[src/rtl/load_store_unit.sv]
// load_store_unit
//   Memory-stage adapter between the RISC-V core datapath and the word-wide
//   DataMem. It takes one load/store request at a time and sizes it to a byte,
//   halfword or word. It checks alignment, address range and funct3 legality.
//   Sub-word stores are done as a read-modify-write. Load data is sign- or
//   zero-extended before it is returned.
//
// Ports
//   clk, rst_n          clock (rising edge) and asynchronous active-low reset
//   req_valid/ready     request handshake; ready only while idle
//   req_we              1 = store, 0 = load
//   req_funct3          RV32I size/sign code (LB LH LW LBU LHU / SB SH SW)
//   req_addr            byte address
//   req_wdata           right-aligned store data
//   rsp_valid           one-cycle response pulse per accepted request
//   rsp_err             misaligned, out-of-range or illegal funct3
//   rsp_rdata           extended load data, 0 for stores and errors
//   mem_*               DataMem interface; ReadData is combinational

module load_store_unit #(
  parameter int unsigned MEM_WORDS = 1024
) (
  input  logic        clk,
  input  logic        rst_n,
  input  logic        req_valid,
  output logic        req_ready,
  input  logic        req_we,
  input  logic [2:0]  req_funct3,
  input  logic [31:0] req_addr,
  input  logic [31:0] req_wdata,
  output logic        rsp_valid,
  output logic        rsp_err,
  output logic [31:0] rsp_rdata,
  output logic        mem_WriteEn,
  output logic        mem_ReadEn,
  output logic [31:0] mem_Addr,
  output logic [31:0] mem_WriteData,
  input  logic [31:0] mem_ReadData
);

  typedef enum logic [1:0] {
    IDLE = 2'd0,
    RD   = 2'd1,
    WR   = 2'd2,
    RESP = 2'd3
  } state_t;

  state_t state;
  state_t state_nxt;

  logic        we_q;
  logic [2:0]  funct3_q;
  logic [31:0] addr_q;
  logic [31:0] data_q;
  logic        err_q;

  logic        accept;
  logic        misaligned;
  logic        out_of_range;
  logic        bad_funct3;
  logic        req_err;

  logic [31:0] word_idx;
  logic [7:0]  lane_byte;
  logic [15:0] lane_half;
  logic [31:0] load_ext;
  logic [31:0] merged;

  assign accept   = req_valid && (state == IDLE);
  assign word_idx = {2'b00, addr_q[31:2]};

  // Decode the incoming request for errors. funct3[1:0] is the access size
  // for both loads and stores; the illegal codes differ between the two.
  always_comb begin
    misaligned = 1'b0;
    case (req_funct3[1:0])
      2'b01:   misaligned = req_addr[0];
      2'b10:   misaligned = |req_addr[1:0];
      default: misaligned = 1'b0;
    endcase
    out_of_range = {2'b00, req_addr[31:2]} >= MEM_WORDS;
    if (req_we) begin
      bad_funct3 = req_funct3 > 3'b010;
    end else begin
      bad_funct3 = (req_funct3 == 3'b011) || (req_funct3[2:1] == 2'b11);
    end
    req_err = misaligned || out_of_range || bad_funct3;
  end

  // Pick the addressed little-endian lane out of the word read from memory
  // and extend it according to the captured funct3.
  always_comb begin
    lane_byte = 8'h00;
    case (addr_q[1:0])
      2'b00:   lane_byte = mem_ReadData[7:0];
      2'b01:   lane_byte = mem_ReadData[15:8];
      2'b10:   lane_byte = mem_ReadData[23:16];
      default: lane_byte = mem_ReadData[31:24];
    endcase
    lane_half = addr_q[1] ? mem_ReadData[31:16] : mem_ReadData[15:0];
    case (funct3_q)
      3'b000:  load_ext = {{24{lane_byte[7]}}, lane_byte};
      3'b001:  load_ext = {{16{lane_half[15]}}, lane_half};
      3'b100:  load_ext = {24'h000000, lane_byte};
      3'b101:  load_ext = {16'h0000, lane_half};
      default: load_ext = mem_ReadData;
    endcase
  end

  // Build the word for a sub-word store: the old word with only the
  // addressed lane(s) replaced by the low bits of the store data.
  always_comb begin
    merged = mem_ReadData;
    if (funct3_q[1:0] == 2'b00) begin
      case (addr_q[1:0])
        2'b00:   merged[7:0]   = data_q[7:0];
        2'b01:   merged[15:8]  = data_q[7:0];
        2'b10:   merged[23:16] = data_q[7:0];
        default: merged[31:24] = data_q[7:0];
      endcase
    end else if (funct3_q[1:0] == 2'b01) begin
      if (addr_q[1]) begin
        merged[31:16] = data_q[15:0];
      end else begin
        merged[15:0] = data_q[15:0];
      end
    end
  end

  // State register.
  always_ff @(posedge clk or negedge rst_n) begin
    if (!rst_n) begin
      state <= IDLE;
    end else begin
      state <= state_nxt;
    end
  end

  // Next-state and output decode. Every output is a pure function of the
  // state and captured request, so the memory enables fall as soon as reset
  // asserts. Word stores skip the read cycle.
  always_comb begin
    state_nxt     = state;
    req_ready     = 1'b0;
    mem_ReadEn    = 1'b0;
    mem_WriteEn   = 1'b0;
    mem_Addr      = 32'h0;
    mem_WriteData = 32'h0;
    rsp_valid     = 1'b0;
    rsp_err       = 1'b0;
    rsp_rdata     = 32'h0;
    case (state)
      IDLE: begin
        req_ready = 1'b1;
        if (req_valid) begin
          if (req_err) begin
            state_nxt = RESP;
          end else if (req_we && (req_funct3 == 3'b010)) begin
            state_nxt = WR;
          end else begin
            state_nxt = RD;
          end
        end
      end
      RD: begin
        mem_ReadEn = 1'b1;
        mem_Addr   = word_idx;
        state_nxt  = we_q ? WR : RESP;
      end
      WR: begin
        mem_WriteEn   = 1'b1;
        mem_Addr      = word_idx;
        mem_WriteData = data_q;
        state_nxt     = RESP;
      end
      RESP: begin
        rsp_valid = 1'b1;
        rsp_err   = err_q;
        rsp_rdata = (we_q || err_q) ? 32'h0 : data_q;
        state_nxt = IDLE;
      end
      default: state_nxt = IDLE;
    endcase
  end

  // Request capture. data_q first holds the store data. In RD it is
  // overwritten with either the extended load result or the merged store
  // word, so one register serves both the response and the write.
  always_ff @(posedge clk or negedge rst_n) begin
    if (!rst_n) begin
      we_q     <= 1'b0;
      funct3_q <= 3'b000;
      addr_q   <= 32'h0;
      data_q   <= 32'h0;
      err_q    <= 1'b0;
    end else if (accept) begin
      we_q     <= req_we;
      funct3_q <= req_funct3;
      addr_q   <= req_addr;
      data_q   <= req_wdata;
      err_q    <= req_err;
    end else if (state == RD) begin
      data_q <= we_q ? merged : load_ext;
    end
  end

endmodule
[config.mk]
export PLATFORM = sky130hd
export DESIGN_NAME = load_store_unit
export DESIGN_NICKNAME = d
export VERILOG_FILES = /design/src/rtl/load_store_unit.sv
export SDC_FILE = /design/constraint.sdc
export NUM_CORES = 1
export LEC_CHECK = 0
export ABC_CLOCK_PERIOD_IN_PS = 2900
export CAP_MARGIN = 20
export CORE_MARGIN = 2
export CORE_UTILIZATION = 44
export CTS_BUF_LIST = sky130_fd_sc_hd__clkbuf_8 sky130_fd_sc_hd__clkbuf_16
export DETAILED_ROUTE_END_ITERATION = 10
export PLACE_DENSITY_LB_ADDON = 0.15
export REMOVE_ABC_BUFFERS = 1
export SKIP_LAST_GASP = 1
export SLEW_MARGIN = 20
export SYNTH_ARGS = -nofsm -noshare
export SYNTH_HDL_FRONTEND = slang
export SYNTH_SLANG_ARGS = --single-unit
[constraint.sdc]
create_clock -name clk -period 2.9 [get_ports clk]
set_clock_uncertainty 0.15 [all_clocks]
set_input_delay 0.58 -clock clk [delete_from_list [all_inputs] [get_ports clk]]
set_output_delay 0.58 -clock clk [all_outputs]
set_load 0.03 [all_outputs]
Word-level counts from Yosys, hierarchy flattened:

Cells that the tools add are included.
Widths: inputs -> output; s select.

* magnitude comparators: 2
* eq/ne operators: 17
* muxes and demuxes: 30
* reduce and logical (&&, ||, !) cells: 16

Operators with widths (count)
* $mux 32: 8
* $pmux 32 s4: 1
* $mux 16: 3
* $mux 8: 4
* $ge 30x11->1 const B: 1
* $mux 30: 1
* $pmux 8 s3: 1
* $eq 2x2->1 const B: 5
* $eq 2x1->1 const B: 4
* $pmux 2 s4: 1
* $mux 1: 7
* $eq 3x2->1 const B: 2
* $eq 3x3->1 const B: 2
* $logic_not 2->1: 3
* $mux 2: 3
* $ne 5x5->1 const B: 1
* $logic_or 1x1->1: 4
* $ne 4x4->1 const B: 1
* $reduce_or 2->1: 2
* $eq 3x1->1 const B: 1
* $gt 3x2->1 const B: 1
* $logic_not 3->1: 1
* $reduce_and 3->1: 1
* $reduce_or 3->1: 1
* other kinds (5): 6

* register bits after elaboration: 71
* bits of input ports: 103
* output and inout bits: 101
* word-level logic and storage cells: 73

Longest topological paths before layout:

Gate-level depths: netlist of the first run.

* depth in word-level cells: 7
* mapped depth: 9
* depth with buffers taken out: 7

Worst setup path before layout of the first run:

OpenSTA, ideal clock, no wires.

* path kind: reg-to-output
* start: register state[0]
* end: output rsp_rdata[10]
* arrival time: 1.644 ns
* data required time: 2.170 ns
* path slack: 0.526 ns
* stages on the path, launching flop included: 5
* buffers on the path: 1
* cell sequence: dfrtp_1 ha_1 nor3b_1 clkbuf_1 and2_1

* longest elaborated chain between the ends: 2

Ends and longest elaborated chain
* start, declared: line 48 `state_t state;`
* start signal, assigned: line 135 `state <= state_nxt;`
* $eq 2x2->1: line 152 `case (state)`
* $mux 32: line 152
* end, declared: line 33 `output logic [31:0] rsp_rdata,`

No other way between the ends.

Final worst setup path of the first run:

* start: register state[0]
* end: output mem_WriteEn

* longest elaborated chain between the ends: 2

Ends and longest elaborated chain
* $eq 2x2->1: line 152
* $mux 1: line 152
* end, declared: line 34 `output logic mem_WriteEn,`

No other way between the ends.

==> PnR_summary.wiki, run 1 <==
{| class="wikitable"
! Metric !! Value
|-
| Kind of cell adding the most delay to the critical path || buffers and inverters
|-
| Worst flop-to-flop path startpoint || funct3_q[0]
|-
| Rel. slew slack || 0.363
|-
| Biggest cell delay along the critical path || 0.72 ns
|-
| GRT overflow || 0
|-
| CP max FO || 29
|-
| Wire length reported by the detailed router || 18.2 mm
|-
| Fraction of the yosys area taken by sequential cells || 0.359
|-
| Die outline area || 12100 sq um
|-
| Status || finished, final reports clean
|-
| Via count of the first global-routing pass || 5520
|-
| # placed instances || 955
|-
| Leakage power figure || 0.00387 uW
|-
| Critical path class || reg2out
|-
| Hold WC Path Type || in2async
|-
| Buffers added on ports || 201
|-
| Clock latency on the worst-skew pair || 0.36 ns
|-
| Yosys warning total || 0
|-
| Height of the die || 110 um
|-
| Area growth syn-to-layout || 47.6%
|-
| Tcrit/Tclk final || 0.945
|-
| Sum of internal, switching and leakage power || 8360 uW
|-
| Number of sinks handled by clock tree synthesis || 71
|-
| Root Driver || sky130_fd_sc_hd__clkbuf_8
|-
| Area of the mapped netlist || 4940 sq um
|-
| CTS H-tree lvls || 3
|-
| Startpoint kind of the worst setup timing path || flop
|-
| Setup crit end kind || primary output
|-
| Final setup violation count || 0
|-
| R2R setup slack || 0.41 ns
|-
| Number of nets still failing antenna checks after routing || 0
|-
| Number of instances in the synthesized netlist || 638
|-
| CTS hold repair buffers || 0
|-
| Post-synth ARST share || 1.00
|-
| Cell breakdown of the critical path || inv_1, ha_1, buf_4, clkdlybuf4s50_1
|-
| Power density relative to cell area || 1150 nW/um^2
|-
| Slew Viols, Final || 0
|-
| Number of max-cap violations || 0
|-
| Least-Margin Pin Slew || 0.955 ns
|-
| Clock tree from TritonCTS || built
|-
| Post-placement worst setup slack || 0.224 ns
|-
| Clock tree buffer depth || 2
|-
| Worst Slack Setup Final || 0.159 ns
|-
| Critical path buffers and inverters || 3
|-
| Pin count of the biggest net entering global routing || 72
|-
| Post-route DRC || 0
|-
| Total routing usage reported by global routing || 0.297
|-
| Initial Util || 0.454
|-
| Critical-path top delay cell || sky130_fd_sc_hd__clkdlybuf4s50_1
|-
| Number of antenna violations at the first check in global routing || 0
|-
| Final hold violation count || 0
|-
| Number of synthesized register bits || 71
|-
| Number of iterations in the first detailed-routing pass || 6
|-
| Clock-pin slew on the worst setup and hold paths || 0.08 ns
|-
| Wire length of the first global-routing pass || 27.7 mm
|-
| Min cycle time layout || 2.74 ns
|-
| Post-synth EDFFs || 0
|-
| Boundary pin count || 204
|-
| Gpl congestion || 0.921
|-
| Setup repair after global routing missed its margin || false
|-
| Std-Cell Rows || 38
|-
| Nets || 936
|-
| DRC violation total after the first TritonRoute iteration || 476
|-
| Non-filler instance count after layout || 971
|-
| Number of library cell types mapped by synthesis || 49
|-
| Via total after detailed routing || 5667
|-
| Peak clock frequency supported by timing || 0.365 GHz
|-
| Drt wl/cell || 18.7 um
|-
| Data arrival time of the critical path || 2.01 ns
|-
| Per-cell via count in the routed design || 5.84
|-
| IR Drop Worst-Case VDD || 0.582 mV
|-
| Syn_area_per_cell || 7.75 sq um
|-
| Detailed-placement wirelength estimate || 13.3 mm
|-
| Final antenna diode count || 0
|-
| Number of buffers inserted during clock tree synthesis || 9
|-
| Required time of the critical path || 2.17 ns
|-
| Die extent in x || 110 um
|-
| Ys flop type || sky130_fd_sc_hd__dfrtp_1
|-
| Fraction of layout instances using a drive strength above 1 || 0.129
|-
| Floorplan core area || 10900 sq um
|-
| Launch point of the critical path || state[0]
|}
report_power, final:
part           internal (uW)  total (uW)  switching (uW)
Sequential              1470        1970             498
Clock                    505         909             404
Combinational           2180        5480            3300
Total                   4150        8360            4210
cell usage in the layout (no fill, tap or decap), types with 20 or more instances in the layout:
cell type                           n
sky130_fd_sc_hd__nand2_1          161
sky130_fd_sc_hd__clkdlybuf4s50_1  106
sky130_fd_sc_hd__and2_1            95
sky130_fd_sc_hd__dfrtp_1           71
sky130_fd_sc_hd__buf_4             71
sky130_fd_sc_hd__dlymetal6s2s_1    27
sky130_fd_sc_hd__o21ai_0           24
sky130_fd_sc_hd__inv_1             22
sky130_fd_sc_hd__a31oi_1           20
synth_stat cells (2+ instances only):
cell type	count	area [sq um]
sky130_fd_sc_hd__a21o_1	18	135
sky130_fd_sc_hd__o221ai_1	3	26.3
sky130_fd_sc_hd__ha_1	7	87.6
sky130_fd_sc_hd__dfrtp_1	71	1780
sky130_fd_sc_hd__nor2_1	17	63.8
sky130_fd_sc_hd__o31ai_1	2	15.0
sky130_fd_sc_hd__o2111ai_1	2	17.5
sky130_fd_sc_hd__clkbuf_1	33	124
sky130_fd_sc_hd__buf_2	5	25.0
sky130_fd_sc_hd__nor4_1	4	25.0
sky130_fd_sc_hd__nand2b_1	8	50.1
sky130_fd_sc_hd__buf_4	4	30.0
sky130_fd_sc_hd__nor3_1	10	50.1
sky130_fd_sc_hd__nor3b_1	4	30.0
sky130_fd_sc_hd__nor2b_1	5	31.3
sky130_fd_sc_hd__a31oi_1	20	125
sky130_fd_sc_hd__nand3_1	11	55.1
sky130_fd_sc_hd__nand2_1	162	608
sky130_fd_sc_hd__inv_1	21	78.8
sky130_fd_sc_hd__and2_1	96	601
sky130_fd_sc_hd__o21ai_0	24	120
sky130_fd_sc_hd__a21oi_1	18	90.1
sky130_fd_sc_hd__buf_1	5	18.8
sky130_fd_sc_hd__o22ai_1	16	100
sky130_fd_sc_hd__a222oi_1	8	80.1
sky130_fd_sc_hd__a221oi_1	13	114
sky130_fd_sc_hd__mux2i_1	10	100
sky130_fd_sc_hd__o211a_1	6	60.1
sky130_fd_sc_hd__a31o_2	8	70.1
sky130_fd_sc_hd__a211oi_1	7	52.6
sky130_fd_sc_hd__buf_6	2	22.5
metrics by stage:
step / hold WS, ns / utilization / setup TNS (ns) / area [sq um]
3_5_place_dp: 0.304 / 0.645 / 0 / 7020
3_3_place_gp: 0.301 / 0.645 / 0 / 7020
5_1_grt: 0.283 / 0.670 / 0 / 7290
2_1_floorplan: 0.134 / - / -25.95 / 4730
4_1_cts: 0.247 / 0.664 / 0 / 7230
6_report: 0.171 / 0.670 / 0 / 7290
registers in the layout (all words and copies together), names as in the netlist:
| register | flops |
|---|---|
| err_q | 1 |
| data_q | 32 |
| addr_q | 32 |
| funct3_q | 3 |
| we_q | 1 |
| state | 2 |
final cells by class:
type	count	area (sq um)
clock inverters	6	85.1
flip-flops and latches	71	1780
well taps	140	175
fillers	924	3590
clock buffers	10	138
multi-input cells	496	2870
inverters	23	88.8
repair buffers	225	2160
routing by layer:
layer,track usage,vias to the layer above,share of wire
li1,-,2577,-
met1,0.369,2691,0.39
met2,0.497,343,0.49
met3,0.0564,56,0.087
met4,0.141,0,0.030
met5,0,-,0
what timing repair did:
action	in CTS	in global routing
gates resized for setup	17	27
setup endpoints to repair	17	27
endpoints found under the hold margin	0	0
setup buffers	0	0
pin swaps	0	0
cells by family (layout without fill, tap and decap cells):
group / after synthesis / count (layout) / synth area share
other: 1 / 2 / 0.000759
flip-flops: 71 / 71 / 0.359
multiplexers: 12 / 12 / 0.0248
AO/OA/AOI/OAI: 152 / 152 / 0.218
AND/OR/NAND/NOR: 323 / 323 / 0.317
adder cells (fa/ha/maj): 7 / 7 / 0.0177
buffers and inverters: 72 / 264 / 0.0625
path summary, 6_finish.rpt:
check | end | cells past startpoint
setup / recovery | mem_WriteEn | 4
hold / removal | data_q[11] | 1
setup reg to reg | data_q[20] | 5
hold reg to reg | addr_q[21] | 2
max in group asynchronous | data_q[10] | 1
min in group clk | addr_q[21] | 2
worst reg2reg max path, stage by stage, from the launching register on:
cell,delay [ns]
sky130_fd_sc_hd__dfrtp_1,0.73
sky130_fd_sc_hd__nand2b_1,0.45
sky130_fd_sc_hd__nand2_1,0.37
sky130_fd_sc_hd__mux2i_1,0.21
sky130_fd_sc_hd__a222oi_1,0.41
sky130_fd_sc_hd__a21o_1,0.12
(Power assumes the default switching activity.)
==> run 2: changes to the inputs <==
CORE_UTILIZATION = 45   (was 44)
CTS_BUF_LIST = sky130_fd_sc_hd__clkbuf_2   (was sky130_fd_sc_hd__clkbuf_8 sky130_fd_sc_hd__clkbuf_16)
==> PnR_summary.wiki, run 2 (same netlist as run 1, synthesis figures left out) <==
{| class="wikitable"
! Metric !! Value
|-
| Number of iterations in the first detailed-routing pass || 6
|-
| Worst flop-to-flop path startpoint || addr_q[1]
|-
| Rel. slew slack || 0.376
|-
| Biggest regs || addr_q x32, data_q x32, funct3_q x3
|-
| Highest metal used || met4
|-
| Power density relative to cell area || 1130 nW/um^2
|-
| Final hold violation count || 5
|-
| Least-Margin Pin Slew || 0.937 ns
|-
| Via total after detailed routing || 5525
|-
| GRT overflow || 0
|-
| Proportion of power drawn by the clock network || 0.071
|-
| Final antenna diode count || 0
|-
| Number of max-cap violations || 0
|-
| Violated checks || negative hold slack
|-
| Buffers added on ports || 201
|-
| Sequential fraction of design power || 0.244
|-
| Via count of the first global-routing pass || 5389
|-
| DRC violation total after the first TritonRoute iteration || 519
|-
| Boundary pin count || 204
|-
| Setup repair after global routing missed its margin || true
|-
| Slew Viols, Final || 0
|-
| Die extent in x || 109 um
|-
| Height of the die || 109 um
|-
| Leakage power figure || 0.00340 uW
|-
| Required time of the critical path || 2.17 ns
|-
| Pin count of the biggest net entering global routing || 72
|-
| Die outline area || 11800 sq um
|-
| CTS hold repair buffers || 0
|-
| Setup crit end kind || primary output
|-
| R2R setup slack || 0.46 ns
|-
| Status || finished, violations left
|-
| Switch share || 0.530
|-
| Nets || 937
|-
| Met3 wirelength from detailed routing || 1.46 mm
|-
| Internal Dissipation || 3680 uW
|-
| Critical path class || reg2out
|-
| Startpoint kind of the worst setup timing path || flop
|-
| Sum of internal, switching and leakage power || 7840 uW
|-
| Hold WS || -0.0183 ns
|-
| Commonest cells after routing, fill and taps aside || sky130_fd_sc_hd__nand2_1, sky130_fd_sc_hd__clkdlybuf4s50_1, sky130_fd_sc_hd__and2_1
|-
| Final setup violation count || 0
|-
| Floorplan core area || 10800 sq um
|-
| Post-route DRC || 0
|-
| Data arrival time of the critical path || 2.09 ns
|-
| Critical R2R Capture || data_q[23]
|-
| Initial Util || 0.458
|-
| Number of antenna violations at the first check in global routing || 0
|-
| Area growth syn-to-layout || 40.3%
|-
| Number of nets still failing antenna checks after routing || 0
|-
| Tcrit/Tclk final || 0.973
|-
| Combinational Power Share || 0.685
|-
| Launch point of the critical path || state[0]
|-
| Count of buffers added by post-CTS timing repair for setup || 0
|-
| CP max FO || 17
|-
| Total routing usage reported by global routing || 0.298
|-
| Drt wl/cell || 18.1 um
|-
| Wire length reported by the detailed router || 17.6 mm
|-
| Detailed-placement wirelength estimate || 13.0 mm
|-
| Peak clock frequency supported by timing || 0.355 GHz
|-
| Std-Cell Rows || 38
|-
| Clock tree buffer depth || 2
|-
| CTS H-tree lvls || 3
|-
| Met1 Routed Length || 7.05 mm
|-
| Net switching component of the power || 4160 uW
|-
| IR Drop Worst-Case VDD || 0.577 mV
|-
| Wire length of the first global-routing pass || 27.3 mm
|-
| Min cycle time layout || 2.82 ns
|-
| Per-cell via count in the routed design || 5.68
|-
| Gpl congestion || 0.875
|-
| Root Driver || sky130_fd_sc_hd__clkbuf_2
|-
| Total met2 wirelength after detailed routing || 8.71 mm
|-
| Fraction of layout instances using a drive strength above 1 || 0.179
|-
| Hold WC Path Type || in2async
|-
| Number of buffers inserted during clock tree synthesis || 9
|-
| Clock tree from TritonCTS || built
|-
| Number of sinks handled by clock tree synthesis || 71
|-
| Commonest non-fill, non-tap cell in the layout || sky130_fd_sc_hd__nand2_1
|-
| Termination of the worst setup path || mem_Addr[25]
|-
| Clock-pin slew on the worst setup and hold paths || 0.22 ns
|-
| Path depth of the worst reg2reg path || 5
|-
| Clock latency on the worst-skew pair || 0.53 ns
|}
[run 2: cell count changes in the layout (fill, tap and decap cells not counted), moves of 2 or more]
cell | previous run | this run
sky130_fd_sc_hd__dlymetal6s2s_1 | 27 | 0
sky130_fd_sc_hd__clkbuf_2 | 0 | 39
sky130_fd_sc_hd__dlygate4sd2_1 | 17 | 3
sky130_fd_sc_hd__clkdlybuf4s50_1 | 106 | 104
sky130_fd_sc_hd__clkbuf_8 | 10 | 0
sky130_fd_sc_hd__clkinv_1 | 1 | 3
sky130_fd_sc_hd__buf_4 | 71 | 85
sky130_fd_sc_hd__buf_12 | 4 | 2
[run 2: layout make-up]
class                   instances  area, sq um
clock buffers                   9         45.0
clock inverters                 7         63.8
fillers                       977         3860
inverters                      23         88.8
multi-input cells             496         2870
flip-flops and latches         71         1780
well taps                     140          175
repair buffers                226         1920
[run 2: worst min-delay path by stage]
stage          slack, ns  startpoint         end
2_1_floorplan       0.13       rst_n   addr_q[0]
3_3_place_gp        0.30  addr_q[29]  addr_q[29]
3_5_place_dp        0.31  addr_q[30]  addr_q[30]
4_1_cts            0.005       rst_n   data_q[1]
5_1_grt             0.06       rst_n   data_q[0]
6_report           -0.02       rst_n   data_q[3]
[run 2: power groups by stage]
stage | logic [uW] | clock network [uW] | registers (uW)
2_1_floorplan | 3360 | 0 | 1850
4_1_cts | 5430 | 580 | 1900
3_3_place_gp | 5480 | 0 | 1900
6_report | 5370 | 560 | 1910
5_1_grt | 5810 | 617 | 1970
3_5_place_dp | 5570 | 0 | 1920
[run 2: timing repair]
action	in CTS	in global routing
pin swaps	0	0
endpoints found under the setup margin	34	32
gates cloned	0	0
gates resized for setup	49	47
[run 2: critical path: stages, from the launching register on]
cell and delay [ns]:
sky130_fd_sc_hd__dfrtp_1 0.46, sky130_fd_sc_hd__inv_1 0.09, sky130_fd_sc_hd__ha_1 0.31, sky130_fd_sc_hd__buf_4 0.20, sky130_fd_sc_hd__and2_1 0.15, sky130_fd_sc_hd__clkdlybuf4s15_1 0.36
[run 2: per-stage QoR]
| stage | utilization | cell area, sq um | TNS, ns | instances | setup WS (ns) |
|---|---|---|---|---|---|
| 3_3_place_gp | 0.646 | 6980 | 0 | 956 | 0.294 |
| 5_1_grt | 0.643 | 6940 | -0.0654 | 972 | -0.0654 |
| 4_1_cts | 0.654 | 7060 | -0.0187 | 972 | -0.0187 |
| 3_5_place_dp | 0.646 | 6980 | 0 | 956 | 0.206 |
| 2_1_floorplan | - | 4730 | -25.95 | 590 | -1.09 |
| 6_report | 0.643 | 6940 | 0 | 972 | 0.0792 |
[run 2: per-layer routing]
layer  GRT usage  up-vias
met1       0.370     2654
met3      0.0604       43
met2       0.508      253
li1            -     2575
met4       0.120        0
met5           0        -
